`src/rtl/redmule_x_feeder_pkg.sv`:
```
// Shared types and constants for the RedMulE X-matrix feeder and its skid buffer.
package redmule_x_feeder_pkg;

   typedef enum logic [1:0] {
      FP32    = 2'd0,
      FP16    = 2'd1,
      FP8     = 2'd2,
      FP16ALT = 2'd3
   } fp_format_e;

   function automatic int unsigned fp_width(input fp_format_e fmt);
      case (fmt)
         FP32:    return 32'd32;
         FP16:    return 32'd16;
         FP8:     return 32'd8;
         FP16ALT: return 32'd16;
         default: return 32'd16;
      endcase
   endfunction

   localparam int unsigned ARRAY_WIDTH         = 32'd12;
   localparam int unsigned X_FEEDER_DW         = 32'd288;
   localparam int unsigned X_FEEDER_CNT_W      = 32'd16;
   localparam int unsigned X_FEEDER_ROWS_W     = $clog2(ARRAY_WIDTH) + 32'd1;
   localparam int unsigned X_FEEDER_COLS_W     = $clog2(X_FEEDER_DW / fp_width(FP16)) + 32'd1;
   localparam int unsigned X_FEEDER_SKID_DEPTH = 32'd2;

   typedef enum logic [1:0] {
      IDLE = 2'd0,
      FILL = 2'd1,
      WAIT = 2'd2,
      DONE = 2'd3
   } x_feeder_state_e;

   typedef struct packed {
      logic [X_FEEDER_CNT_W-1:0]  n_tiles;
      logic [X_FEEDER_ROWS_W-1:0] rows_lftovr;
      logic [X_FEEDER_COLS_W-1:0] cols_lftovr;
   } x_feeder_cfg_t;

endpackage

```
`src/rtl/redmule_x_skid.sv`:
```
// Two-entry valid/ready skid buffer; pop is ignored when empty.
module redmule_x_skid
   import redmule_x_feeder_pkg::*;
#(
   parameter int unsigned DW = X_FEEDER_DW
) (
   input  logic          clk_i,
   input  logic          rst_i,
   input  logic          clear_i,
   input  logic          valid_i,
   input  logic [DW-1:0] data_i,
   output logic          ready_o,
   input  logic          pop_i,
   output logic [DW-1:0] data_o,
   output logic          empty_o,
   output logic          full_o
);

   logic [DW-1:0] mem_r [X_FEEDER_SKID_DEPTH];
   logic          wr_ptr_r;
   logic          rd_ptr_r;
   logic [1:0]    cnt_r;
   logic          push_s;
   logic          pop_s;

   assign empty_o = (cnt_r == 2'd0);
   assign full_o  = (cnt_r == 2'd2);
   assign ready_o = ~full_o;
   assign pop_s   = pop_i & ~empty_o;
   // A full buffer may still take a beat when the same cycle pops one.
   assign push_s  = valid_i & (~full_o | pop_s);
   assign data_o  = mem_r[rd_ptr_r];

   // Storage, pointers and occupancy.
   always_ff @(posedge clk_i) begin
      if (rst_i || clear_i) begin
         for (int i = 0; i < int'(X_FEEDER_SKID_DEPTH); i++) begin
            mem_r[i] <= {DW{1'b0}};
         end
         wr_ptr_r <= 1'b0;
         rd_ptr_r <= 1'b0;
         cnt_r    <= 2'd0;
      end else begin
         if (push_s) begin
            mem_r[wr_ptr_r] <= data_i;
            wr_ptr_r        <= ~wr_ptr_r;
         end
         if (pop_s) begin
            rd_ptr_r <= ~rd_ptr_r;
         end
         if (push_s && !pop_s) begin
            cnt_r <= cnt_r + 2'd1;
         end else if (!push_s && pop_s) begin
            cnt_r <= cnt_r - 2'd1;
         end else begin
            cnt_r <= cnt_r;
         end
      end
   end

endmodule

```
`src/rtl/redmule_x_feeder.sv`:
```
// X-matrix feeder: skid-buffers stream beats, masks leftover columns and loads the X buffer tile by tile.
// Optional REDMULE_X_FEEDER_PERF_EN adds saturating stall/wait cycle counters.
module redmule_x_feeder
   import redmule_x_feeder_pkg::*;
#(
   parameter int unsigned  DW       = X_FEEDER_DW,
   parameter fp_format_e   FpFormat = FP16,
   parameter int unsigned  Width    = ARRAY_WIDTH,
   parameter int unsigned  CntW     = X_FEEDER_CNT_W,
   localparam int unsigned BITW     = fp_width(FpFormat),
   localparam int unsigned NE       = DW / BITW,
   localparam int unsigned RowsW    = $clog2(Width) + 1,
   localparam int unsigned ColsW    = $clog2(NE) + 1
) (
   input  logic             clk_i,
   input  logic             rst_i,
   input  logic             clear_i,
   input  logic             start_i,
   input  logic [CntW-1:0]  n_tiles_i,
   input  logic [RowsW-1:0] rows_lftovr_i,
   input  logic [ColsW-1:0] cols_lftovr_i,
   input  logic             consume_i,
   input  logic             x_valid_i,
   input  logic [DW-1:0]    x_data_i,
   output logic             x_ready_o,
   output logic             load_o,
   output logic [DW-1:0]    x_buffer_o,
   output logic             tile_full_o,
   output logic             busy_o,
`ifdef REDMULE_X_FEEDER_PERF_EN
   output logic [31:0]      stall_cycles_o,
   output logic [31:0]      wait_cycles_o,
`endif
   output logic             done_o
);

   x_feeder_state_e  state_r;
   x_feeder_cfg_t    cfg_r;
   logic [RowsW-1:0] row_cnt_r;
   logic [CntW-1:0]  tile_cnt_r;

   logic [CntW-1:0]  n_tiles_s;
   logic [RowsW-1:0] rows_s;
   logic [ColsW-1:0] cols_s;
   logic [RowsW-1:0] row_lim_s;
   logic [RowsW-1:0] row_nxt_s;
   logic             last_tile_s;
   logic             start_s;
   logic             load_s;
   logic             skid_ready_s;
   logic             skid_empty_s;
   logic             skid_full_s;
   logic             skid_flush_s;
   logic [DW-1:0]    skid_data_s;

   assign n_tiles_s    = CntW'(cfg_r.n_tiles);
   assign rows_s       = RowsW'(cfg_r.rows_lftovr);
   assign cols_s       = ColsW'(cfg_r.cols_lftovr);
   assign last_tile_s  = (tile_cnt_r == (n_tiles_s - CntW'(1'b1)));
   assign row_nxt_s    = row_cnt_r + RowsW'(1'b1);
   assign start_s      = start_i & ((state_r == IDLE) | (state_r == DONE));
   // Leftover beats from a finished job are dropped when the next one starts.
   assign skid_flush_s = clear_i | start_s;
   assign x_ready_o    = skid_ready_s & ((state_r == FILL) | (state_r == WAIT));
   assign load_s       = (state_r == FILL) & ~skid_empty_s;

   assign load_o      = load_s;
   assign tile_full_o = (state_r == WAIT);
   assign busy_o      = (state_r != IDLE);
   assign done_o      = (state_r == DONE);

   redmule_x_skid #(
      .DW (DW)
   ) i_skid (
      .clk_i   (clk_i),
      .rst_i   (rst_i),
      .clear_i (skid_flush_s),
      .valid_i (x_valid_i & x_ready_o),
      .data_i  (x_data_i),
      .ready_o (skid_ready_s),
      .pop_i   (load_s),
      .data_o  (skid_data_s),
      .empty_o (skid_empty_s),
      .full_o  (skid_full_s)
   );

   // Row limit: only the last tile may be short.
   always_comb begin
      row_lim_s = RowsW'(Width);
      if (last_tile_s && (rows_s != {RowsW{1'b0}})) begin
         row_lim_s = rows_s;
      end else begin
         row_lim_s = RowsW'(Width);
      end
   end

   // Column-leftover masking of the popped beat.
   always_comb begin
      x_buffer_o = {DW{1'b0}};
      if (load_s) begin
         for (int e = 0; e < int'(NE); e++) begin
            if ((cols_s == {ColsW{1'b0}}) || (ColsW'(e) < cols_s)) begin
               x_buffer_o[e*BITW +: BITW] = skid_data_s[e*BITW +: BITW];
            end else begin
               x_buffer_o[e*BITW +: BITW] = {BITW{1'b0}};
            end
         end
      end else begin
         x_buffer_o = {DW{1'b0}};
      end
   end

   // Control FSM with row and tile counters.
   always_ff @(posedge clk_i) begin
      if (rst_i || clear_i) begin
         state_r    <= IDLE;
         cfg_r      <= '0;
         row_cnt_r  <= {RowsW{1'b0}};
         tile_cnt_r <= {CntW{1'b0}};
      end else begin
         case (state_r)
            IDLE, DONE: begin
               if (start_i) begin
                  cfg_r.n_tiles     <= X_FEEDER_CNT_W'(n_tiles_i);
                  cfg_r.rows_lftovr <= X_FEEDER_ROWS_W'(rows_lftovr_i);
                  cfg_r.cols_lftovr <= X_FEEDER_COLS_W'(cols_lftovr_i);
                  row_cnt_r         <= {RowsW{1'b0}};
                  tile_cnt_r        <= {CntW{1'b0}};
                  state_r           <= (n_tiles_i == {CntW{1'b0}}) ? DONE : FILL;
               end
            end
            FILL: begin
               if (load_s) begin
                  row_cnt_r <= row_nxt_s;
                  if (row_nxt_s == row_lim_s) begin
                     state_r <= WAIT;
                  end
               end
            end
            WAIT: begin
               if (consume_i) begin
                  row_cnt_r  <= {RowsW{1'b0}};
                  tile_cnt_r <= tile_cnt_r + CntW'(1'b1);
                  state_r    <= last_tile_s ? DONE : FILL;
               end
            end
            default: begin
               state_r <= IDLE;
            end
         endcase
      end
   end

`ifdef REDMULE_X_FEEDER_PERF_EN
   logic [31:0] stall_cnt_r;
   logic [31:0] wait_cnt_r;

   assign stall_cycles_o = stall_cnt_r;
   assign wait_cycles_o  = wait_cnt_r;

   // Saturating starvation and wait-for-consume counters.
   always_ff @(posedge clk_i) begin
      if (rst_i || clear_i || start_i) begin
         stall_cnt_r <= 32'd0;
         wait_cnt_r  <= 32'd0;
      end else begin
         if ((state_r == FILL) && skid_empty_s && (stall_cnt_r != 32'hFFFF_FFFF)) begin
            stall_cnt_r <= stall_cnt_r + 32'd1;
         end else begin
            stall_cnt_r <= stall_cnt_r;
         end
         if ((state_r == WAIT) && (wait_cnt_r != 32'hFFFF_FFFF)) begin
            wait_cnt_r <= wait_cnt_r + 32'd1;
         end else begin
            wait_cnt_r <= wait_cnt_r;
         end
      end
   end
`endif

endmodule

```
`config.mk`:
```
export PLATFORM = sky130hd
export DESIGN_NAME = redmule_x_feeder
export DESIGN_NICKNAME = d
export VERILOG_FILES = /design/src/rtl/redmule_x_feeder_pkg.sv /design/src/rtl/redmule_x_skid.sv /design/src/rtl/redmule_x_feeder.sv
export SDC_FILE = /design/constraint.sdc
export NUM_CORES = 1
export LEC_CHECK = 0
export CORE_AREA = 2 2 235 283
export CTS_CLUSTER_SIZE = 12
export DETAILED_ROUTE_END_ITERATION = 8
export DIE_AREA = 0 0 237 285
export PLACE_DENSITY = 0.77
export SLEW_MARGIN = 20
export SYNTH_ARGS = -nofsm -noshare
export SYNTH_HDL_FRONTEND = slang
export SYNTH_HIERARCHICAL = 1
export SYNTH_SLANG_ARGS = --single-unit
```
`constraint.sdc`:
```
create_clock -name clk_i -period 9.15 [get_ports clk_i]
set_input_delay 0.915 -clock clk_i [delete_from_list [all_inputs] [get_ports clk_i]]
set_output_delay 0.915 -clock clk_i [all_outputs]
set_load 0.02 [all_outputs]
```
==> impl_metrics.ini <==
[outcome]
outcome = finished clean

[detailed_routing]
wl_per_cell_um = 22.22
drt_wl_total_um = 83330
vias_per_cell = 5.582
drtIter0Drc = 1456
vias = 20930
firstDrtPassIters = 5
drtAntennaViolNets = 0
drc = 0

[sta]
finalCriticalPeriod_ns = 5.035
setup_violations = 0
maxSlewHeadroom = 0.08304
hold_viol_final = 0
tightestPinTransition_ns = 1.375
rsz0062_at_grt = no
finalMaxSlewViolations = 0
fin_crit_sh = 0.5503
fin_worst_skew_ns = 0.02401
tns_ns = 0
max_freq_ghz = 0.1986

[global_routing]
globalRouteOverflowTotal = 0
grt_max_degree = 302
grt.total_usage = 0.2376
grt_pass1_vias = 21210
grt_pass1_wl_um = 124500
grt_antenna_before_repair = 21

[clock_network]
clk_pin_slew_ns = 0.06
cts_root_buf = clkbuf_16
htreeDepth = 3
cts_sinks = 631
post_cts_resized = 0
cts_hold_buffers = 0
postCtsSetupBuffers = 0
cts_tree = built
numCtsBuffers = 67
clkLatencyLatePin_ns = 0.61
cts_buffer_depth = 3

[synthesis]
syn_area_sq_mm = 0.03023
synthCells = 2341
ys_warn_count = 6
synth_fp_nets = 2671
syn_avg_cell_area_sq_um = 12.91

[cells_and_area]
mostFrequentLayoutCell = clkdlybuf4s50_1
fillers = 5068
seqCellArea_sq_mm = 0.01840
area_growth_pct = 28.05
multi_input_area_sq_mm = 0.01078
final_cell_mix = 613 x clkdlybuf4s50_1, 583 x and3_1, 576 x edfxtp_1
nNetsFinal = 3184
final_cells = 3750
layout-drive-gt1-share = 0.1487

[floorplan]
dieHeight_um = 285
core_area_sq_mm = 0.06508
die_area_sq_mm = 0.06755
io_pins = 614
num_rows = 103
initial_core_util = 0.4645
die_w_um = 237

[worst_setup_path]
arrival_ns = 5.23
start_kind = register
critPathKind = register to register
cpPeakStageDelay_ns = 0.73
crit_fanout = 174
worstPathCellList = inv_1, ha_1, nand2_1, inv_1, or3b_4, and3_4, nand2b_4, buf_12
slowest_stage = nand2b_4
cp_top_family = simple AND/OR/NAND/NOR gates
cp.required_ns = 9.34
crit_top_cell = inv_1
cp-end-kind = register
cp_num_buf_inv = 3

[placement]
dp_hpwl_um = 53100
place.gp.congestion = 0.8304
placed_cells = 3624
port_buffers = 613

[pwr]
p_per_area_mw_per_mm2 = 158.6
power_leakage_nw = 16.94
ir_drop_uv = 166.3

[min_path]
hp-class = register to register

[flow_run]
max_cap_violations = 0
==> routing by layer <==
layer | track usage | up-vias | routed length, um
li1 | - | 9592 | -
met1 | 0.2814 | 10430 | 32030
met2 | 0.4107 | 744 | 42360
met3 | 0.04985 | 166 | 5416
met4 | 0.1182 | 4 | 3498
met5 | 0 | - | 30
==> metrics by stage <==
step                total power, mW  hold slack, ns  setup slack, ns    util  area (sq um)
floorplan                     3.475          0.4488            2.841       -         30230
global placement              3.652          0.4822            4.284  0.5633         36660
detailed placement            3.669          0.4945            4.155  0.5633         36660
CTS                           6.197          0.5073            4.078  0.5936         38630
global route                  6.335          0.5261            3.826  0.5948         38710
finish                        6.140          0.5053            4.115  0.5948         38710
==> final cells by class <==
class,count,share of cell area
well taps,840,0.02715
multi-input cells,1500,0.2785
clock inverters,23,0.005139
diodes,18,0.001164
clock buffers,84,0.04577
repair buffers,639,0.1655
flip-flops and latches,631,0.4754
inverters,15,0.001455
==> path summary, 6_finish.rpt <==
kind / from / end / slack [ns] / cells after the start
worst max register to register: state_r[1] / i_skid/mem_r[0][73] / 4.12 / 8
worst min register to register: tile_cnt_r[1] / tile_cnt_r[1] / 0.51 / 2
worst min-delay path: tile_cnt_r[1] / tile_cnt_r[1] / 0.51 / 2
worst max-delay path: state_r[1] / i_skid/mem_r[0][73] / 4.12 / 8
==> power by group <==
part,internal (mW),switching [mW]
logic,0.187,0.160
registers,3.23,0.0308
clock network,1.43,1.10
==> sequential cells by signal, indices dropped and copies added (netlist names), named ones only <==
name / flops
i_skid/mem_r: 576
n_tiles_s: 16
tile_cnt_r: 16
cols_s: 6
row_cnt_r: 5
rows_s: 5
i_skid/cnt_r: 2
state_r: 2
i_skid/rd_ptr_r: 1
i_skid/wr_ptr_r: 1
==> worst min-delay path: stages, from the launching register on <==
cell,delay [ns]
dfxtp_1,0.34
nand2_1,0.07
a21oi_1,0.05
Note: power is estimated with default switching activity, not from simulation.
